File: config.mk
export PLATFORM = sky130hd
export DESIGN_NAME = cen_rate_meter
export DESIGN_NICKNAME = d
export VERILOG_FILES = /design/src/rtl/cen_rate_meter_pkg.sv /design/src/rtl/cen_gap_tracker.sv /design/src/rtl/cen_rate_meter.sv
export SDC_FILE = /design/constraint.sdc
export NUM_CORES = 1
export LEC_CHECK = 0
export BUFFER_PORTS_ARGS = -buffer_cell sky130_fd_sc_hd__buf_2
export CELL_PAD_IN_SITES_DETAIL_PLACEMENT = 1
export CELL_PAD_IN_SITES_GLOBAL_PLACEMENT = 1
export CORE_ASPECT_RATIO = 1.4
export CORE_UTILIZATION = 30
export DETAILED_ROUTE_END_ITERATION = 10
export PLACE_DENSITY = 0.63
export RECOVER_POWER = 100
export REMOVE_ABC_BUFFERS = 1
export SLEW_MARGIN = 25
export SYNTH_ARGS = -nofsm -noshare
export SYNTH_HDL_FRONTEND = slang
export SYNTH_SLANG_ARGS = --single-unit
export TNS_END_PERCENT = 100
File: constraint.sdc
create_clock -name CLK -period 3.15 [get_ports CLK]
set_input_delay 0.63 -clock CLK [delete_from_list [all_inputs] [get_ports CLK]]
set_output_delay 0.63 -clock CLK [all_outputs]
set_load 0.02 [all_outputs]
File: src/rtl/cen_rate_meter_pkg.sv
`default_nettype none
// +--------------------------------------------------------------------+
// | cen_rate_meter_pkg                                                 |
// | Shared types, default widths and helpers for the CEN rate meter.   |
// | Revision: 1.0                                                      |
// +--------------------------------------------------------------------+
package cen_rate_meter_pkg;

   localparam int unsigned DEF_WIN_W = 20;
   localparam int unsigned DEF_CNT_W = 16;
   localparam int unsigned DEF_GAP_W = 8;

   typedef enum logic [1:0] {
      ST_IDLE    = 2'd0,
      ST_SYNC    = 2'd1,
      ST_MEASURE = 2'd2,
      ST_REPORT  = 2'd3
   } state_t;

   // Increment that sticks at the all-ones value of a WIDTH-bit counter.
   // WIDTH must be below 32; callers cast the result back to their width.
   function automatic logic [31:0] sat_inc(input logic [31:0] val,
                                           input int unsigned width);
      logic [31:0] lim;
      lim = (32'd1 << width) - 32'd1;
      return (val >= lim) ? lim : (val + 32'd1);
   endfunction

endpackage : cen_rate_meter_pkg
`default_nettype wire

File: src/rtl/cen_gap_tracker.sv
`default_nettype none
// +--------------------------------------------------------------------+
// | cen_gap_tracker                                                    |
// | Tracks cycles since the last CEN pulse and keeps the largest       |
// | pulse-to-pulse distance seen while enabled. Saturating.            |
// | Revision: 1.0                                                      |
// +--------------------------------------------------------------------+
module cen_gap_tracker
   import cen_rate_meter_pkg::*;
#(
   parameter int unsigned GAP_W = DEF_GAP_W
)
(
   input  logic             CLK,
   input  logic             RESET_N,
   input  logic             cen_i,
   input  logic             clear_i,
   input  logic             enable_i,
   output logic [GAP_W-1:0] gap_max_o
);

   logic [GAP_W-1:0] gap_q, gap_d;
   logic [GAP_W-1:0] max_q, max_d;
   logic [GAP_W-1:0] gap_inc;

   // gap+1 is both the idle-cycle step and the distance closed by a pulse
   assign gap_inc = GAP_W'(sat_inc(32'(gap_q), GAP_W));

   // Next-state: clear on a new measurement, otherwise track while enabled
   always_comb begin
      gap_d = gap_q;
      max_d = max_q;
      if (clear_i) begin
         gap_d = '0;
         max_d = '0;
      end else if (enable_i) begin
         if (cen_i) begin
            if (gap_inc > max_q) begin
               max_d = gap_inc;
            end
            gap_d = '0;
         end else begin
            gap_d = gap_inc;
         end
      end
   end

   // Gap counter and maximum registers
   always_ff @(posedge CLK) begin
      if (!RESET_N) begin
         gap_q <= '0;
         max_q <= '0;
      end else begin
         gap_q <= gap_d;
         max_q <= max_d;
      end
   end

   assign gap_max_o = max_q;

endmodule : cen_gap_tracker
`default_nettype wire

File: src/rtl/cen_rate_meter.sv
`default_nettype none
// +--------------------------------------------------------------------+
// | cen_rate_meter                                                     |
// | Counts CEN pulses over a programmable window aligned to a pulse,   |
// | reports count, maximum gap, CEN/CENB collision and pass/fail.      |
// | Revision: 1.0                                                      |
// +--------------------------------------------------------------------+
module cen_rate_meter
   import cen_rate_meter_pkg::*;
#(
   parameter int unsigned WIN_W = DEF_WIN_W,
   parameter int unsigned CNT_W = DEF_CNT_W,
   parameter int unsigned GAP_W = DEF_GAP_W
)
(
   input  logic             CLK,
   input  logic             RESET_N,
   input  logic             CEN_IN,
   input  logic             CENB_IN,
   input  logic             START,
   input  logic [WIN_W-1:0] WINDOW,
   input  logic [CNT_W-1:0] EXP_MIN,
   input  logic [CNT_W-1:0] EXP_MAX,
   output logic             BUSY,
   output logic             DONE,
   output logic [CNT_W-1:0] COUNT,
   output logic [GAP_W-1:0] GAP_MAX,
   output logic             OVERLAP_ERR,
   output logic             TIMEOUT,
   output logic             PASS
);

   state_t           state_q, state_d;
   logic [WIN_W-1:0] win_q, win_d;
   logic [CNT_W-1:0] min_q, min_d;
   logic [CNT_W-1:0] max_q, max_d;
   // Cycles left in the current phase, including the present cycle
   logic [WIN_W-1:0] wcnt_q, wcnt_d;
   logic [CNT_W-1:0] count_q, count_d;
   logic             ovl_q, ovl_d;
   logic             tmo_q, tmo_d;
   logic             pass_q, pass_d;
   logic             busy_q, busy_d;
   logic             done_q, done_d;

   logic             accept;
   logic             in_sync;
   logic             in_meas;
   logic             in_rep;
   logic             last_cyc;

   // The DONE cycle is already IDLE but must still refuse START
   assign accept   = (state_q == ST_IDLE) && START && !done_q;
   assign last_cyc = (wcnt_q == WIN_W'(1));

   // State register
   always_ff @(posedge CLK) begin
      if (!RESET_N) begin
         state_q <= ST_IDLE;
      end else begin
         state_q <= state_d;
      end
   end

   // Next-state logic
   always_comb begin
      state_d = state_q;
      unique case (state_q)
         ST_IDLE: begin
            if (accept) begin
               state_d = (WINDOW == '0) ? ST_REPORT : ST_SYNC;
            end
         end
         ST_SYNC: begin
            if (CEN_IN) begin
               // a one-cycle window is just the sync cycle itself
               state_d = (win_q == WIN_W'(1)) ? ST_REPORT : ST_MEASURE;
            end else if (last_cyc) begin
               state_d = ST_REPORT;
            end
         end
         ST_MEASURE: begin
            if (last_cyc) begin
               state_d = ST_REPORT;
            end
         end
         ST_REPORT: begin
            state_d = ST_IDLE;
         end
         default: begin
            state_d = ST_IDLE;
         end
      endcase
   end

   // State decode driving the datapath
   always_comb begin
      in_sync = 1'b0;
      in_meas = 1'b0;
      in_rep  = 1'b0;
      unique case (state_q)
         ST_SYNC:    in_sync = 1'b1;
         ST_MEASURE: in_meas = 1'b1;
         ST_REPORT:  in_rep  = 1'b1;
         default:    ;
      endcase
   end

   // Datapath next-state: config latch, window count, pulse count, flags
   always_comb begin
      win_d   = win_q;
      min_d   = min_q;
      max_d   = max_q;
      wcnt_d  = wcnt_q;
      count_d = count_q;
      ovl_d   = ovl_q;
      tmo_d   = tmo_q;
      pass_d  = pass_q;
      busy_d  = busy_q;
      done_d  = 1'b0;
      if (accept) begin
         win_d   = WINDOW;
         min_d   = EXP_MIN;
         max_d   = EXP_MAX;
         wcnt_d  = WINDOW;
         count_d = '0;
         ovl_d   = 1'b0;
         tmo_d   = 1'b0;
         pass_d  = 1'b0;
         busy_d  = 1'b1;
      end else if (in_sync) begin
         if (CEN_IN) begin
            count_d = CNT_W'(1);
            wcnt_d  = win_q - WIN_W'(1);
            ovl_d   = ovl_q | CENB_IN;
         end else if (last_cyc) begin
            tmo_d = 1'b1;
         end else begin
            wcnt_d = wcnt_q - WIN_W'(1);
         end
      end else if (in_meas) begin
         wcnt_d = wcnt_q - WIN_W'(1);
         if (CEN_IN) begin
            count_d = CNT_W'(sat_inc(32'(count_q), CNT_W));
            ovl_d   = ovl_q | CENB_IN;
         end
      end else if (in_rep) begin
         pass_d = (count_q >= min_q) && (count_q <= max_q) && !ovl_q && !tmo_q;
         done_d = 1'b1;
         busy_d = 1'b0;
      end
   end

   // Datapath registers
   always_ff @(posedge CLK) begin
      if (!RESET_N) begin
         win_q   <= '0;
         min_q   <= '0;
         max_q   <= '0;
         wcnt_q  <= '0;
         count_q <= '0;
         ovl_q   <= 1'b0;
         tmo_q   <= 1'b0;
         pass_q  <= 1'b0;
         busy_q  <= 1'b0;
         done_q  <= 1'b0;
      end else begin
         win_q   <= win_d;
         min_q   <= min_d;
         max_q   <= max_d;
         wcnt_q  <= wcnt_d;
         count_q <= count_d;
         ovl_q   <= ovl_d;
         tmo_q   <= tmo_d;
         pass_q  <= pass_d;
         busy_q  <= busy_d;
         done_q  <= done_d;
      end
   end

   cen_gap_tracker #(
      .GAP_W (GAP_W)
   ) u_gap (
      .CLK       (CLK),
      .RESET_N   (RESET_N),
      .cen_i     (CEN_IN),
      .clear_i   (accept),
      .enable_i  (in_meas),
      .gap_max_o (GAP_MAX)
   );

   assign BUSY        = busy_q;
   assign DONE        = done_q;
   assign COUNT       = count_q;
   assign OVERLAP_ERR = ovl_q;
   assign TIMEOUT     = tmo_q;
   assign PASS        = pass_q;

endmodule : cen_rate_meter
`default_nettype wire

# --- Yosys cells after proc, flatten, opt, wreduce, memory -nomap -nowiden ---
# Index checks and enable logic that the tools add are counted.
classes:
  addsub: 4
  order_cmp: 5
  n_eq_ne: 11
  n_mux: 29
  n_bitwise: 5
  n_reduce_logical: 21
op_table:
  columns: ["cell", "count"]
  rows:
  - ["$mux 20", 5]
  - ["$mux 16", 5]
  - ["$eq 20x1->1 const B", 2]
  - ["$sub 20x1->20 const B", 2]
  - ["$logic_not 20->1", 1]
  - ["$add 16x1->16 const B", 1]
  - ["$ge 16x16->1", 1]
  - ["$ge 16x16->1 const B", 1]
  - ["$le 16x16->1", 1]
  - ["$mux 8", 2]
  - ["$reduce_and 3->1", 5]
  - ["$mux 1", 12]
  - ["$ne 2x2->1 const B", 5]
  - ["$add 8x1->8 const B", 1]
  - ["$ge 8x8->1 const B", 1]
  - ["$gt 8x8->1", 1]
  - ["$mux 2", 4]
  - ["$pmux 2 s4", 1]
  - ["$logic_and 1x1->1", 5]
  - ["$eq 2x2->1 const B", 2]
  - ["$ne 4x4->1 const B", 1]
  - ["$not 1->1", 4]
  - ["$reduce_bool 2->1", 2]
  - ["$reduce_or 4->1", 1]
  - ["7 further kinds", 9]
totals:
  reg_bits: 111
  in_bits: 57
  output_inout_bits: 29
  word_cells: 88

# --- Longest topological paths before layout ---
depth:
  word_depth: 6
  mapped_depth: 13
  ltp_nobuf: 12

# --- Hierarchy ---
# A second synthesis with hierarchy kept.
unflattened:
  cells_unflattened: 863
  hier_area_um2: 6712.7
modules_own_cells:
  columns: ["mod", "n_inst", "cells_each", "area_each_um2", "seq_area_each_um2"]
  rows:
  - ["cen_rate_meter", 1, 742, 5636.7, 1901.8]
  - ["cen_gap_tracker", 1, 121, 1076.0, 320.3]

# --- Least setup slack after synthesis ---
# OpenSTA, ideal clock, no wires.
synth_timing:
  path_type: "reg2reg"
  start: "register u_gap.gap_q[0]"
  end: "register u_gap.max_q[0] (netlist: u_gap.gap_max_o[0])"
  setup_time_ns: 0.086
  arrival_ns: 2.656
  required_time_ns: 3.064
  path_slack_ns: 0.409
  path_stages_with_launch: 14
  path_buffers: 2
  period_less_slack_ns: 2.741
  path_cell_list: "dfxtp_1 > ha_1 > and3_1 > clkbuf_1 > nand3_1 > o21ai_0 > ha_1 > a21o_1 > a21o_1 > a21oi_1 > or2_2 > clkbuf_1 > nand2_1 > a211oi_1"
synth_via:
  elab_chain_len: 4
  elab_cells_between_ends: 5
  cone_classes: "1 x add/sub; 2 x order compare; 1 x mux; 1 x reduce/logical"
synth_lines:
  columns: ["element", "line_no", "text"]
  rows:
  - ["start, declared", "cen_gap_tracker.sv:22", "logic [GAP_W-1:0] gap_q, gap_d;"]
  - ["start signal, assigned", "cen_gap_tracker.sv:54", "gap_q <= gap_d;"]
  - ["$add 8x1->8 / $ge 8x8->1 (equally long branches)", "cen_rate_meter_pkg.sv:26", "return (val >= lim) ? lim : (val + 32'd1);"]
  - ["$mux 8 (*)", "cen_rate_meter_pkg.sv:26", null]
  - ["named net u_gap.gap_inc[5]", "cen_gap_tracker.sv:24", "logic [GAP_W-1:0] gap_inc;"]
  - ["$gt 8x8->1 (*)", "cen_gap_tracker.sv:38", "if (gap_inc > max_q) begin"]
  - ["$reduce_and 3->1 (no line) (*)", null, null]
  - ["end signal, assigned", "cen_gap_tracker.sv:55", "max_q <= max_d;"]
  - ["end, declared", "cen_gap_tracker.sv:23", "logic [GAP_W-1:0] max_q, max_d;"]
# The timed path passes the listed nets; every way through them passes the cells marked *.
# A chain may end at the register's enable or synchronous reset.

# --- Final worst setup path ---
layout_timing:
  start: "register count_q[0] (netlist: COUNT[0])"
  end: "register count_q[3] (netlist: COUNT[3])"
layout_via:
  elab_chain_len: 5
  elab_cells_between_ends: 6
  cone_classes: "1 x add/sub; 1 x order compare; 4 x mux"
layout_lines:
  columns: ["element", "line_no", "text"]
  rows:
  - ["start, declared", "cen_rate_meter.sv:39", "logic [CNT_W-1:0] count_q, count_d;"]
  - ["start signal, assigned", "cen_rate_meter.sv:172", "count_q <= count_d;"]
  - ["$add 16x1->16 / $ge 16x16->1 (equally long branches)", "cen_rate_meter_pkg.sv:26", null]
  - ["$mux 16 (*)", "cen_rate_meter_pkg.sv:26", null]
  - ["$mux 16 (*)", "cen_rate_meter.sv:143", "if (CEN_IN) begin"]
  - ["$mux 16 (*)", "cen_rate_meter.sv:141", "end else if (in_meas) begin"]
  - ["$mux 16 (*)", "cen_rate_meter.sv:131", "end else if (in_sync) begin"]
# Every way passes the cells marked *; elsewhere a longest branch is shown, timed or not. The select of a mux whose other input is x is not followed.

==> results.cfg <==
[run_status]
outcome = completed

[clock_network]
post_cts_buffers = 0
clkLatencyLatePin_ps = 360
clockBufferDepth = 2
cts_tree = yes
ctsHoldBuffers = 0
h-tree-depth = 3
path_clk_slew_ps = 80
cts.repair.resized = 0
cts_buffers = 9
clock_sink_count = 111
cts_root_buf = clkbuf_16

[global_routing]
grt_pass1_vias = 6734
grt_overflow_total = 0
grt_pass1_wl_um = 34500
antenna_found_initial = 2
grt_use_total = 0.190
grt_max_degree = 64

[synth]
synthArstFlopShare = 0
synth_edf_count = 0
synth_flop_cell = dfxtp_1
netlist_area_um2 = 6830
syn_area_per_cell_um2 = 7.83
syn_inst = 872
synth_seq_cells = 111
seq_area_frac_synth = 0.325
ys.warnings.count = 0
yosys.cell_types.count = 68

[drt]
vias_per_cell = 5.20
detail_route.drc_violations = 0
wl_um = 21000
vias = 6485
drt_first_pass_iters = 6
ant_nets = 0
avgRoutedWirePerCell_um = 16.9
drt_iter0_markers = 210

[worst_setup_path]
crit_required_ps = 3380
worst-path-buf-inv = 0
end_kind = flip-flop
critPathSlowestCell = nand4_1
crit_arrival_ps = 3100
crit_family = simple AND/OR/NAND/NOR gates
r2r-start = COUNT[0]
reg2reg_slack_ps = 280
cp_max_fo = 14
r2r_end = COUNT[3]
slowest_delay_ps = 600
r2r_cells = 7
critPathKind = flip-flop to flip-flop
crit_start = COUNT[0]
startpoint_type = flip-flop
crit_chain = ha_1 -> nand3_1 -> nor4_4 -> nand4_1 -> a21oi_1 -> nor2_1 -> a2111oi_0

[sta]
max_slew_margin = 0.0810
finalHoldViolations = 0
period_minus_slack_ps = 2870
maxSlewViolCount = 0
final.period_utilization = 0.912
fmaxAchievable_mhz = 348
tightest_slew_ps = 1380
fin_skew_ps = 6.87
tns_ps = 0
setup_viol = 0
rsz0062_at_grt = false

[floorplanning]
die_area_um2 = 23400
core_area_um2 = 22100
ios = 86
die_x_um = 130
start_util = 0.309
die_h_um = 181
placementRows = 64

[power_and_ir_drop]
power_mw = 5.17
leakage_nw = 3.15
ir_drop_mv = 0.309
p_per_area_nw_per_um2 = 656

[finish]
layout.nets = 1052
area_delta_synth_final_pct = 15.3
final_common_cell = nand2_1
final_cell_mix = 146 x nand2_1, 111 x dfxtp_1, 57 x buf_2, 55 x a21oi_1
n_fill_cell = 2796
drive_gt1_frac = 0.113
seq_area_um2 = 2220
multi_input_area_um2 = 4210

[hold_path]
whs_path_depth = 2
hp-start = max_q[15]
hold_end = max_q[15]
min_path_type = flip-flop to flip-flop

[placement]
port_buffers = 85
gp_congestion = 0.776
dp_hpwl_um = 15700

[flow_run]
drv_cap = 0
## routing by layer
layer,vias up,global-route usage,share of wire
met1,3119,0.206,0.40
met2,92,0.360,0.54
li1,3242,-,-
met4,2,0.0847,0.031
met3,30,0.0235,0.026
met5,-,0,0.00081
## cell type report
class,count,area share
Multi-Input combinational cell,668,0.535
Sequential cell,111,0.282
Timing Repair Buffer,105,0.0664
Tap cell,297,0.0472
Clock buffer,9,0.0286
Inverter,49,0.0234
Clock inverter,7,0.0172
Antenna cell,1,0.000318
## logic make-up after synthesis
kind of cell	count (synthesis)	share of synthesized area
xor gates and xnor gates	29	0.0372
DFF	111	0.325
adders and majority gates	51	0.0935
AOI/OAI and AO/OA	231	0.223
buffers and inverters	93	0.0544
muxes	6	0.00880
and+or+nand+nor	351	0.258
## stage by stage
step | instances | hold WS (ps) | util | setup WS [ps] | cell area [µm²]
3_3_place_gp | 1230 | 452 | 0.344 | 332 | 7600
3_5_place_dp | 1230 | 458 | 0.344 | 278 | 7600
6_report | 1247 | 465 | 0.356 | 277 | 7870
2_1_floorplan | 828 | 443 | - | -1610 | 6640
5_1_grt | 1247 | 492 | 0.356 | 67.3 | 7870
4_1_cts | 1246 | 470 | 0.360 | 255 | 7970
## flip-flops by register name (all words and copies together), names as in the netlist
name	cells
wcnt_q	20
win_q	20
COUNT	16
max_q	16
min_q	16
u_gap.gap_max_o	8
u_gap.gap_q	8
state_q	2
BUSY	1
DONE	1
OVERLAP_ERR	1
PASS	1
TIMEOUT	1
## cell usage after synthesis (11+ instances only)
| cell | n | share of area |
|---|---|---|
| inv_1 | 49 | 0.027 |
| o211ai_1 | 11 | 0.012 |
| nand2_1 | 146 | 0.080 |
| o21ai_0 | 41 | 0.030 |
| a31oi_1 | 15 | 0.014 |
| dfxtp_1 | 111 | 0.33 |
| nand3_1 | 32 | 0.023 |
| nor3_1 | 27 | 0.020 |
| nor2_1 | 52 | 0.029 |
| a21boi_0 | 52 | 0.057 |
| a21oi_1 | 55 | 0.040 |
| nor2b_1 | 13 | 0.012 |
| clkbuf_1 | 33 | 0.018 |
| xor2_1 | 21 | 0.027 |
| ha_1 | 51 | 0.093 |
| nand4_1 | 20 | 0.018 |
## tightest hold or removal path, cell delays in order (launching register included)
cell,delay (ps)
dfxtp_1,310
nand2_1,50
a21boi_0,60
## worst max-delay path by stage
| stage | to | slack [ps] | cells past startpoint |
|---|---|---|---|
| floorplan | wcnt_q[14] | -1610 | 5 |
| global placement | u_gap.gap_max_o[6] | 330 | 12 |
| detailed placement | u_gap.gap_max_o[7] | 280 | 10 |
| CTS | u_gap.gap_max_o[7] | 260 | 10 |
| global route | COUNT[3] | 70 | 7 |
| finish | COUNT[3] | 280 | 7 |
## where the power goes
group,internal [mW],switching (mW),leakage [nW]
sequential,1.60,0.227,0.907
clock,0.855,0.561,0.179
combinational,0.723,1.20,2.06
(Power assumes the default switching activity.)
